**src/rtl/doc_safety_crosscheck_pkg.sv**
```systemverilog
// Shared types and helpers for the redundant safety-channel cross-check.
// Payload layout: {overspeed, speed_rpm[24:0] signed, seq[5:0]}.
package doc_safety_crosscheck_pkg;

  localparam int unsigned C_PAYLOAD_W = 32;
  localparam int unsigned C_SPEED_W   = 25;
  localparam int unsigned C_SEQ_W     = 6;
  localparam int unsigned C_FAULT_W   = 4;

  typedef struct packed {
    logic                 overspeed;
    logic [C_SPEED_W-1:0] speed_rpm;
    logic [C_SEQ_W-1:0]   seq;
  } t_safety_payload;

  // Field order puts mismatch at bit0 and overspeed at bit3.
  typedef struct packed {
    logic overspeed;
    logic timeout;
    logic seq_err;
    logic mismatch;
  } t_fault_code;

  typedef enum logic [2:0] {
    XCHK_IDLE  = 3'd0,
    XCHK_WAIT0 = 3'd1,
    XCHK_WAIT1 = 3'd2,
    XCHK_CHECK = 3'd3,
    XCHK_FAULT = 3'd4
  } t_xchk_state;

  function automatic t_safety_payload fcn_logic_to_payload(input logic [C_PAYLOAD_W-1:0] v);
    return t_safety_payload'(v);
  endfunction

  function automatic logic [C_PAYLOAD_W-1:0] fcn_payload_to_logic(input t_safety_payload p);
    return C_PAYLOAD_W'(p);
  endfunction

  function automatic logic [C_SEQ_W-1:0] fcn_seq_next(input logic [C_SEQ_W-1:0] s);
    return s + C_SEQ_W'(1);
  endfunction

  // One extra bit keeps the difference of opposite-extreme speeds from wrapping.
  function automatic logic fcn_speed_within_margin(input logic [C_SPEED_W-1:0] s0,
                                                   input logic [C_SPEED_W-1:0] s1,
                                                   input logic [C_SPEED_W-1:0] margin);
    logic signed [C_SPEED_W:0] a;
    logic signed [C_SPEED_W:0] b;
    logic signed [C_SPEED_W:0] d;
    logic        [C_SPEED_W:0] mag;
    a   = {s0[C_SPEED_W-1], s0};
    b   = {s1[C_SPEED_W-1], s1};
    d   = a - b;
    mag = d[C_SPEED_W] ? $unsigned(-d) : $unsigned(d);
    return mag <= {1'b0, margin};
  endfunction

endpackage

```
**src/rtl/doc_safety_xchk_timer.sv**
```systemverilog
// Shared timeout counter: counts while enabled, clears on request, and flags
// expiry against either the pair or the frame limit.
module doc_safety_xchk_timer #(
  parameter int unsigned C_PAIR_TIMEOUT  = 64,
  parameter int unsigned C_FRAME_TIMEOUT = 100000,
  parameter int unsigned C_CNT_WIDTH     = 17
) (
  input  logic clk,
  input  logic rst,
  input  logic clr,
  input  logic en,
  input  logic sel_pair,
  output logic expired_c
);

  localparam logic [C_CNT_WIDTH-1:0] C_PAIR_LAST  = C_CNT_WIDTH'(C_PAIR_TIMEOUT - 1);
  localparam logic [C_CNT_WIDTH-1:0] C_FRAME_LAST = C_CNT_WIDTH'(C_FRAME_TIMEOUT - 1);
  localparam logic [C_CNT_WIDTH-1:0] C_ONE        = C_CNT_WIDTH'(1);

  logic [C_CNT_WIDTH-1:0] count;

  // Expiry is seen during the limit-th cycle so the FSM leaves on that edge.
  assign expired_c = count >= (sel_pair ? C_PAIR_LAST : C_FRAME_LAST);

  always_ff @(posedge clk) begin
    if (rst) begin
      count <= '0;
    end else if (clr) begin
      count <= '0;
    end else if (en && !expired_c) begin
      count <= count + C_ONE;
    end
  end

endmodule

```
**src/rtl/doc_safety_crosscheck.sv**
```systemverilog
// Pairs the two safety-channel payloads, cross-checks them and latches a
// safe-stop request. Optional err_count output under DOC_SAFETY_XCHK_STATS_EN.
module doc_safety_crosscheck
  import doc_safety_crosscheck_pkg::*;
#(
  parameter int unsigned C_PAIR_TIMEOUT  = 64,
  parameter int unsigned C_FRAME_TIMEOUT = 100000,
  parameter int unsigned C_CNT_WIDTH     = 17
) (
  input  logic        clk,
  input  logic        rst,
  input  logic [31:0] ch0_payload,
  input  logic        ch0_valid,
  input  logic [31:0] ch1_payload,
  input  logic        ch1_valid,
  input  logic [24:0] speed_margin,
  input  logic        fault_clr,
  output logic        pair_valid,
  output logic [24:0] pair_speed,
  output logic        safe_stop,
  output logic [3:0]  fault_code
`ifdef DOC_SAFETY_XCHK_STATS_EN
  ,
  output logic [15:0] err_count
`endif
);

  t_xchk_state            state, state_nxt, start_state;
  logic [C_PAYLOAD_W-1:0] cap0, cap0_nxt, cap1, cap1_nxt;
  logic [C_SEQ_W-1:0]     last_seq, last_seq_nxt;
  logic                   first_pair, first_pair_nxt;
  logic                   pair_valid_nxt;
  logic [C_SPEED_W-1:0]   pair_speed_nxt;
  logic [C_FAULT_W-1:0]   fault_code_nxt;
  logic                   tmr_clr, tmr_en, tmr_sel_pair, tmr_expired_c;
  t_safety_payload        p0, p1;
  t_fault_code            chk;

  doc_safety_xchk_timer #(
    .C_PAIR_TIMEOUT (C_PAIR_TIMEOUT),
    .C_FRAME_TIMEOUT(C_FRAME_TIMEOUT),
    .C_CNT_WIDTH    (C_CNT_WIDTH)
  ) u_timer (
    .clk      (clk),
    .rst      (rst),
    .clr      (tmr_clr),
    .en       (tmr_en),
    .sel_pair (tmr_sel_pair),
    .expired_c(tmr_expired_c)
  );

  // Cross-channel checks on the captured pair.
  always_comb begin
    p0            = fcn_logic_to_payload(cap0);
    p1            = fcn_logic_to_payload(cap1);
    chk           = '0;
    chk.mismatch  = !fcn_speed_within_margin(p0.speed_rpm, p1.speed_rpm, speed_margin);
    chk.seq_err   = (p0.seq != p1.seq) || (!first_pair && (p0.seq != fcn_seq_next(last_seq)));
    chk.overspeed = p0.overspeed | p1.overspeed;
  end

  // Where a new frame goes depending on which strobes opened it.
  always_comb begin
    start_state = XCHK_WAIT0;
    if (ch0_valid && ch1_valid) start_state = XCHK_CHECK;
    else if (ch0_valid)         start_state = XCHK_WAIT1;
  end

  always_comb begin
    state_nxt      = state;
    cap0_nxt       = cap0;
    cap1_nxt       = cap1;
    last_seq_nxt   = last_seq;
    first_pair_nxt = first_pair;
    pair_valid_nxt = 1'b0;
    pair_speed_nxt = pair_speed;
    fault_code_nxt = fault_code;

    case (state)
      XCHK_IDLE: begin
        if (ch0_valid) cap0_nxt = ch0_payload;
        if (ch1_valid) cap1_nxt = ch1_payload;
        if (ch0_valid || ch1_valid) begin
          state_nxt = start_state;
        end else if (tmr_expired_c) begin
          state_nxt      = XCHK_FAULT;
          fault_code_nxt = 4'b0100;
        end
      end
      XCHK_WAIT0: begin
        if (ch1_valid) begin
          state_nxt      = XCHK_FAULT;
          fault_code_nxt = 4'b0010;
        end else if (ch0_valid) begin
          cap0_nxt  = ch0_payload;
          state_nxt = XCHK_CHECK;
        end else if (tmr_expired_c) begin
          state_nxt      = XCHK_FAULT;
          fault_code_nxt = 4'b0100;
        end
      end
      XCHK_WAIT1: begin
        if (ch0_valid) begin
          state_nxt      = XCHK_FAULT;
          fault_code_nxt = 4'b0010;
        end else if (ch1_valid) begin
          cap1_nxt  = ch1_payload;
          state_nxt = XCHK_CHECK;
        end else if (tmr_expired_c) begin
          state_nxt      = XCHK_FAULT;
          fault_code_nxt = 4'b0100;
        end
      end
      XCHK_CHECK: begin
        if (chk != '0) begin
          state_nxt      = XCHK_FAULT;
          fault_code_nxt = chk;
        end else begin
          pair_valid_nxt = 1'b1;
          pair_speed_nxt = p0.speed_rpm;
          last_seq_nxt   = p0.seq;
          first_pair_nxt = 1'b0;
          state_nxt      = XCHK_IDLE;
          // Strobes landing here open the next frame.
          if (ch0_valid) cap0_nxt = ch0_payload;
          if (ch1_valid) cap1_nxt = ch1_payload;
          if (ch0_valid || ch1_valid) state_nxt = start_state;
        end
      end
      XCHK_FAULT: begin
        if (fault_clr) begin
          state_nxt      = XCHK_IDLE;
          fault_code_nxt = '0;
          first_pair_nxt = 1'b1;
        end
      end
      default: begin
        state_nxt = XCHK_IDLE;
      end
    endcase

    tmr_en       = 1'b1;
    tmr_sel_pair = (state == XCHK_WAIT0) || (state == XCHK_WAIT1);
    tmr_clr      = (state_nxt != state) || (state == XCHK_CHECK) || (state == XCHK_FAULT);
  end

  always_ff @(posedge clk) begin
    if (rst) begin
      state      <= XCHK_IDLE;
      cap0       <= '0;
      cap1       <= '0;
      last_seq   <= '0;
      first_pair <= 1'b1;
      pair_valid <= 1'b0;
      pair_speed <= '0;
      safe_stop  <= 1'b0;
      fault_code <= '0;
    end else begin
      state      <= state_nxt;
      cap0       <= cap0_nxt;
      cap1       <= cap1_nxt;
      last_seq   <= last_seq_nxt;
      first_pair <= first_pair_nxt;
      pair_valid <= pair_valid_nxt;
      pair_speed <= pair_speed_nxt;
      safe_stop  <= (state_nxt == XCHK_FAULT);
      fault_code <= fault_code_nxt;
    end
  end

`ifdef DOC_SAFETY_XCHK_STATS_EN
  // Counts FAULT entries; survives fault_clr.
  always_ff @(posedge clk) begin
    if (rst) begin
      err_count <= '0;
    end else if ((state_nxt == XCHK_FAULT) && (state != XCHK_FAULT) && (err_count != 16'hFFFF)) begin
      err_count <= err_count + 16'd1;
    end
  end
`endif

endmodule

```
**config.mk**
```make
export PLATFORM = sky130hd
export DESIGN_NAME = doc_safety_crosscheck
export DESIGN_NICKNAME = d
export VERILOG_FILES = /design/src/rtl/doc_safety_crosscheck_pkg.sv /design/src/rtl/doc_safety_xchk_timer.sv /design/src/rtl/doc_safety_crosscheck.sv
export SDC_FILE = /design/constraint.sdc
export NUM_CORES = 1
export LEC_CHECK = 0
export BUFFER_PORTS_ARGS = -buffer_cell sky130_fd_sc_hd__buf_2
export CORE_MARGIN = 3
export CORE_UTILIZATION = 63
export DETAILED_ROUTE_END_ITERATION = 10
export PLACE_DENSITY_LB_ADDON = 0.25
export REMOVE_ABC_BUFFERS = 1
export SYNTH_ARGS = -nofsm -noshare
export SYNTH_HDL_FRONTEND = slang
export SYNTH_SLANG_ARGS = --single-unit
```
**constraint.sdc**
```tcl
create_clock -name clk -period 11.6 [get_ports clk]
set_input_delay 2.32 -clock clk [delete_from_list [all_inputs] [get_ports clk]]
set_output_delay 2.32 -clock clk [all_outputs]
set_load 0.005 [all_outputs]
```
# ---- Word level (Yosys, flattened, before mapping)
# Cells that the tools add are included.
dict set report totals {
  n_memories 0
  input_bits 94
  wordCells 92
  output_inout_bits 31
  latch_bits 0
  ram_bits 0
  reg_bits 122
  rom_bits 0
}
dict set report classes {
  div_mod_pow 0
  muxes 35
  order_cmp 2
  eq_ne 16
  add_sub_neg 4
  n_mul 0
  n_reduce_logical 22
  n_bitwise 3
  shift 0
}
# op n
set op_table {}
lappend op_table {{32-bit 2-to-1 mux} 6}
lappend op_table {{32-bit one-hot mux with 3 select lines} 2}
lappend op_table {{4-bit 2-to-1 mux} 8}
lappend op_table {{3-bit 2-to-1 mux} 9}
lappend op_table {{26-bit by 25-bit less-or-equal comparator with 1-bit output} 1}
lappend op_table {{26-bit 2-to-1 mux} 1}
lappend op_table {{26-bit negation} 1}
lappend op_table {{25-bit by 25-bit subtractor with 26-bit output} 1}
lappend op_table {{4-bit one-hot mux with 5 select lines} 1}
lappend op_table {{17-bit by 1-bit adder with 17-bit output, second input constant} 1}
lappend op_table {{17-bit greater-or-equal comparator} 1}
lappend op_table {{17-bit 2-to-1 mux} 1}
lappend op_table {{3-bit one-hot mux with 5 select lines} 1}
lappend op_table {{2-bit inequality test, second input constant} 6}
lappend op_table {{6-bit inequality test} 2}
lappend op_table {{3-bit AND reduction} 3}
lappend op_table {{6-bit by 1-bit adder with 6-bit output, second input constant} 1}
lappend op_table {{3-bit by 2-bit equality test with 1-bit output, second input constant} 2}
lappend op_table {{3-bit equality test, second input constant} 2}
lappend op_table {{3-bit inequality test, second input constant} 2}
lappend op_table {{6-bit AND reduction} 1}
lappend op_table {{3-bit nonzero test} 2}
lappend op_table {{1-bit logical OR} 5}
lappend op_table {{5-bit nonzero test} 1}
lappend op_table {{other kinds (14)} 21}

# ---- Depth between registers and ports, before layout
dict set report depth {
  depth_word 12
  ltp_mapped 26
  ltp_nobuf 23
}

# ---- Cells and area by module
# Synthesis repeated with hierarchy kept, for this count alone.
dict set report hier_totals {
  hier_cells 1084
  area_unflattened_um2 8988.6
}
# mod cells_per_inst seq_area_each_um2 instances area_per_inst_um2
set by_module_without_submodules {}
lappend by_module_without_submodules {doc_safety_crosscheck 958 2102.0 1 7923.8}
lappend by_module_without_submodules {doc_safety_xchk_timer 126 340.3 1 1064.8}

# ---- Worst setup path after synthesis
# Ideal clock, no wire load.
dict set report synth_path {
  path_kind {flip-flop to flip-flop}
  startpoint {register cap0[6]}
  endpoint {register cap1[0]}
  setup_time_ns 0.072
  required_ns 11.528
  t_arrival_ns 5.382
  slack_ns 6.146
  path_buffers 1
  synth_period_minus_slack_ns 5.454
  stages_incl_launch_ff 23
  path_cell_list {dfxtp_1 inv_1 ha_1 fa_1 nor2b_1 o21a_1 o21ai_0 a2bb2oi_1 o21ai_1 or3_1 or4_1 o31ai_1 xnor2_1 ha_1 a21o_1 a21oi_1 nor4bb_1 a221oi_1 o21ai_0 o2111ai_4 a211oi_4 buf_8 mux2i_1}
}
dict set report synth_via {
  elab_chain_len 8
}
# item line_no
set synth_rtl {}
lappend synth_rtl {{start, declared} doc_safety_crosscheck.sv:29} ;# logic [C_PAYLOAD_W-1:0] cap0, cap0_nxt, cap1, cap1_nxt;
lappend synth_rtl {{start signal, assigned} doc_safety_crosscheck.sv:160} ;# cap0 <= cap0_nxt;
lappend synth_rtl {{25-bit by 25-bit subtractor with 26-bit output *} doc_safety_crosscheck_pkg.sv:54} ;# d = a - b;
lappend synth_rtl {{26-bit negation} doc_safety_crosscheck_pkg.sv:55} ;# mag = d[C_SPEED_W] ? $unsigned(-d) : $unsigned(d);
lappend synth_rtl {{26-bit 2-to-1 mux *} doc_safety_crosscheck_pkg.sv:55}
lappend synth_rtl {{26-bit by 25-bit less-or-equal comparator with 1-bit output *} doc_safety_crosscheck_pkg.sv:56} ;# return mag <= {1'b0, margin};
lappend synth_rtl {{1-bit logical NOT *} doc_safety_crosscheck.sv:57} ;# chk.mismatch = !fcn_speed_within_margin(p0.speed_rpm, p1.speed_rpm, speed_margin);
lappend synth_rtl {{4-bit nonzero test *} doc_safety_crosscheck.sv:115} ;# if (chk != '0) begin
lappend synth_rtl {{2-bit inequality test (no line) *} --}
lappend synth_rtl {{3-bit AND reduction (no line) *} --}
lappend synth_rtl {{end signal, assigned} doc_safety_crosscheck.sv:161} ;# cap1 <= cap1_nxt;
lappend synth_rtl {{end, declared} doc_safety_crosscheck.sv:29}
# Every way passes the cells marked *; elsewhere a longest branch is shown, timed or not.
# A chain may end at the register's enable or synchronous reset.

# ---- Final worst setup path
dict set report layout_path {
  startpoint {register cap0[6]}
  endpoint {register cap1[25]}
}
# The elaborated chain is that of the path after synthesis.

==> impl_results.md <==
* Outcome: complete, no violations
* Yosys reg bits at ~120
* TritonCTS Buffers at 17
* Gate Count Post-Synth at ~1000
* Die footprint at ~0.015 mm2
* DR vias at ~7400
* Syn Std Cell Area at between 0.008 and 0.009 mm2
* Max-slew violations at 0
* Leakage power at 4.17 nW
* Total GRT Usage at 0.267
* Worst Skew at around 12 ps
* Via count of the first global-routing pass at between 6000 and 7000
* Top cells by area, synth: dfxtp_1 30%, mux2i_1 12%, ha_1 8.9%
* Unrepaired setup endpoints after global routing: false
* Hold buffers post-CTS at 0
* Post-route ant nets at 0
* Share of the synthesized area in the top cell type at 0.295
* Part of the power in registers at 0.247
* Syn. warnings at 0
* Switching share of power at 0.385
* Gpl congestion at ~0.91
* Clk Latency, worst-skew pair at approximately 420 ps
* Fmax at ~0.15 GHz
* Worst-margin pin slew at 1160 ps
* Fin cells at around 1300
* Combinational share of power at 0.463
* Crit path time final at approximately 6700 ps
* Area leader, netlist: dfxtp_1
* Most frequent cell after synthesis: nand2_1
* Final Cycle Share at 0.580
* CTS Root Buffer Type: clkbuf_16
* Die width at ~120 um
* Setup TNS Final at 0 ps
* Synthesized area per cell at approximately 8.1 um2
* Final setup viols at 0
* Final #Nets at between 1000 and 1500
* Drt pass-1 iters at 5
* Starting Density at 0.650
* Synth-to-Final Area Change at 14.9%
* Setup WS post-layout at 4870 ps
* Post-synth EDFFs at 0
* Pin count of the biggest net entering global routing at 101
* Slew headroom at 0.227
* WHS at roughly 460 ps
* Rows at between 40 and 50
* Crit-path max FO at 27
* Final Hold Viols at 0
* Netlist cell types at 77
* Detailed-route DRC error count at 0
* WP data arrival at ~7100 ps
* CTS tree: done
* Asr flop ratio synth at 0
* Commonest cells in the netlist: 184 x nand2_1, 122 x dfxtp_1, 98 x mux2i_1, 86 x nor2_1, 69 x inv_1
* Setup Buffers After CTS at 0
* Drt total wl at 19100 um
* Die height at between 100 and 150 um
* Clock power share at 0.290
* DP Area at between 0.008 and 0.009 mm2
* Hpwl dp at between 10000 and 15000 um
* Worst hold path type: flop to flop
* Sequential area share after synthesis at 0.295
* CP required at 11920 ps
* Detailed-route wire length per cell at 14.6 um
* Power density over cell area at 203 mW/mm2
* Share of layout cells above drive strength 1 at 0.165
* Vias per cell at about 5.7
* Post-route cell area at between 0.009 and 0.01 mm2
* DR iter-0 viols at 472
* # placed instances at approximately 1300
* Std-Cell Core Area at approximately 0.013 mm2
* Pre-CTS WS at between 5000 and 6000 ps
* WS Path Type: flop to flop
* # diodes at 0
* Psw at approximately 0.74 mW
* CTS Buffer Depth at 2
* Io pins at roughly 130
* Post-cts resize count at 0
* First-pass GRT wire length at 32100 um
* Startpoint Class: flop
* Max cap viols at 0
* Port bufs at between 100 and 150
* Initial antenna violation count at 0
* CP endpoint kind: flop
* CTS H-Tree Depth at 4
* GRT Residual Overflow at 0
* Int Power at between 1 and 1.5 mW
* Primary FF master, synth: dfxtp_1
* Maximum vdd drop at around 0.16 mV
* Clock transition at the registers of the reported paths at roughly 60 ps
* CTS sink count at around 120
## registers in the layout, summed over array words and instances (netlist names)
| register | flops |
|---|---|
| cap0 | 32 |
| pair_speed | 25 |
| fault_code | 4 |
| safe_stop | 1 |
| state | 3 |
| pair_valid | 1 |
| cap1 | 32 |
| last_seq | 6 |
| first_pair | 1 |
| u_timer.count | 17 |
## path summary, 6_finish.rpt
kind	startpoint	endpoint	slack, ps	cells past startpoint
max	cap0[6]	cap1[25]	4870	22
min	cap0[31]	cap0[31]	460	2
max reg2reg	cap0[6]	cap1[25]	4870	22
min reg2reg	cap0[31]	cap0[31]	460	2
## final cells by class
cell class	instances	area (um2)
multi-input cells	780	5300
clock inverters	15	198
repair buffers	128	651
flip-flops and latches	122	2440
inverters	70	265
well taps	172	215
clock buffers	17	425
fillers	1043	3220
## power groups by stage
stage	Combinational, mW	Sequential, mW	Clock, mW
final	0.895	0.476	0.560
after global routing	0.999	0.480	0.583
after CTS	0.890	0.476	0.565
after detailed placement	0.883	0.484	0
after global placement	0.866	0.483	0
after floorplan	0.703	0.478	0
## per-layer routing
layer / GRT usage / routed length, um
met5: 0 / 0
met4: 0.102 / 378
met3: 0.0458 / 915
met2: 0.453 / 9320
met1: 0.341 / 8440
## logic make-up after synthesis
| kind of cell | share of synthesized area |
|---|---|
| simple gates | 0.204 |
| compound gates | 0.154 |
| flops | 0.295 |
| buf+inv | 0.0630 |
| mux | 0.120 |
| xor+xnor | 0.0721 |
| fa+ha+maj | 0.0917 |
## cell usage in the layout, fill, tap and decap left out, types with 6 or more instances in the layout
| master | synthesis | routed |
|---|---|---|
| nand4_1 | 12 | 12 |
| buf_2 | 8 | 124 |
| nor2_1 | 86 | 86 |
| xnor2_1 | 38 | 38 |
| clkbuf_16 | 0 | 17 |
| a21o_1 | 9 | 9 |
| nor2b_1 | 10 | 10 |
| mux2i_1 | 98 | 98 |
| or3_1 | 7 | 7 |
| nor4_1 | 7 | 7 |
| nand3_1 | 19 | 19 |
| inv_1 | 69 | 69 |
| and3_1 | 8 | 8 |
| o21ai_0 | 43 | 43 |
| dfxtp_1 | 122 | 122 |
| a21oi_1 | 52 | 52 |
| nor3_1 | 10 | 10 |
| o21a_1 | 8 | 8 |
| ha_1 | 59 | 59 |
| a211oi_1 | 6 | 6 |
| nand2_1 | 184 | 184 |
| xor2_1 | 30 | 30 |
## stage by stage
step	utilization	power (mW)
after global placement	0.698	1.35
final	0.747	1.93
after detailed placement	0.698	1.37
after global routing	0.747	2.06
after floorplan	-	1.18
after CTS	0.747	1.93
## critical path: stages, from the launching register on
cell	delay (ps)
dfxtp_1	340
inv_1	50
ha_1	220
fa_1	400
nor2b_1	190
o21a_1	140
o21ai_0	80
a2bb2oi_1	260
o21ai_1	170
or3_1	420
or4_1	610
o31ai_1	280
xnor2_1	150
ha_1	260
a21o_1	160
a21oi_1	190
nor4bb_1	300
a221oi_1	120
o21ai_0	570
o2111ai_4	280
a211oi_4	560
buf_4	530
mux2i_1	350
(Power assumes the default switching activity.)
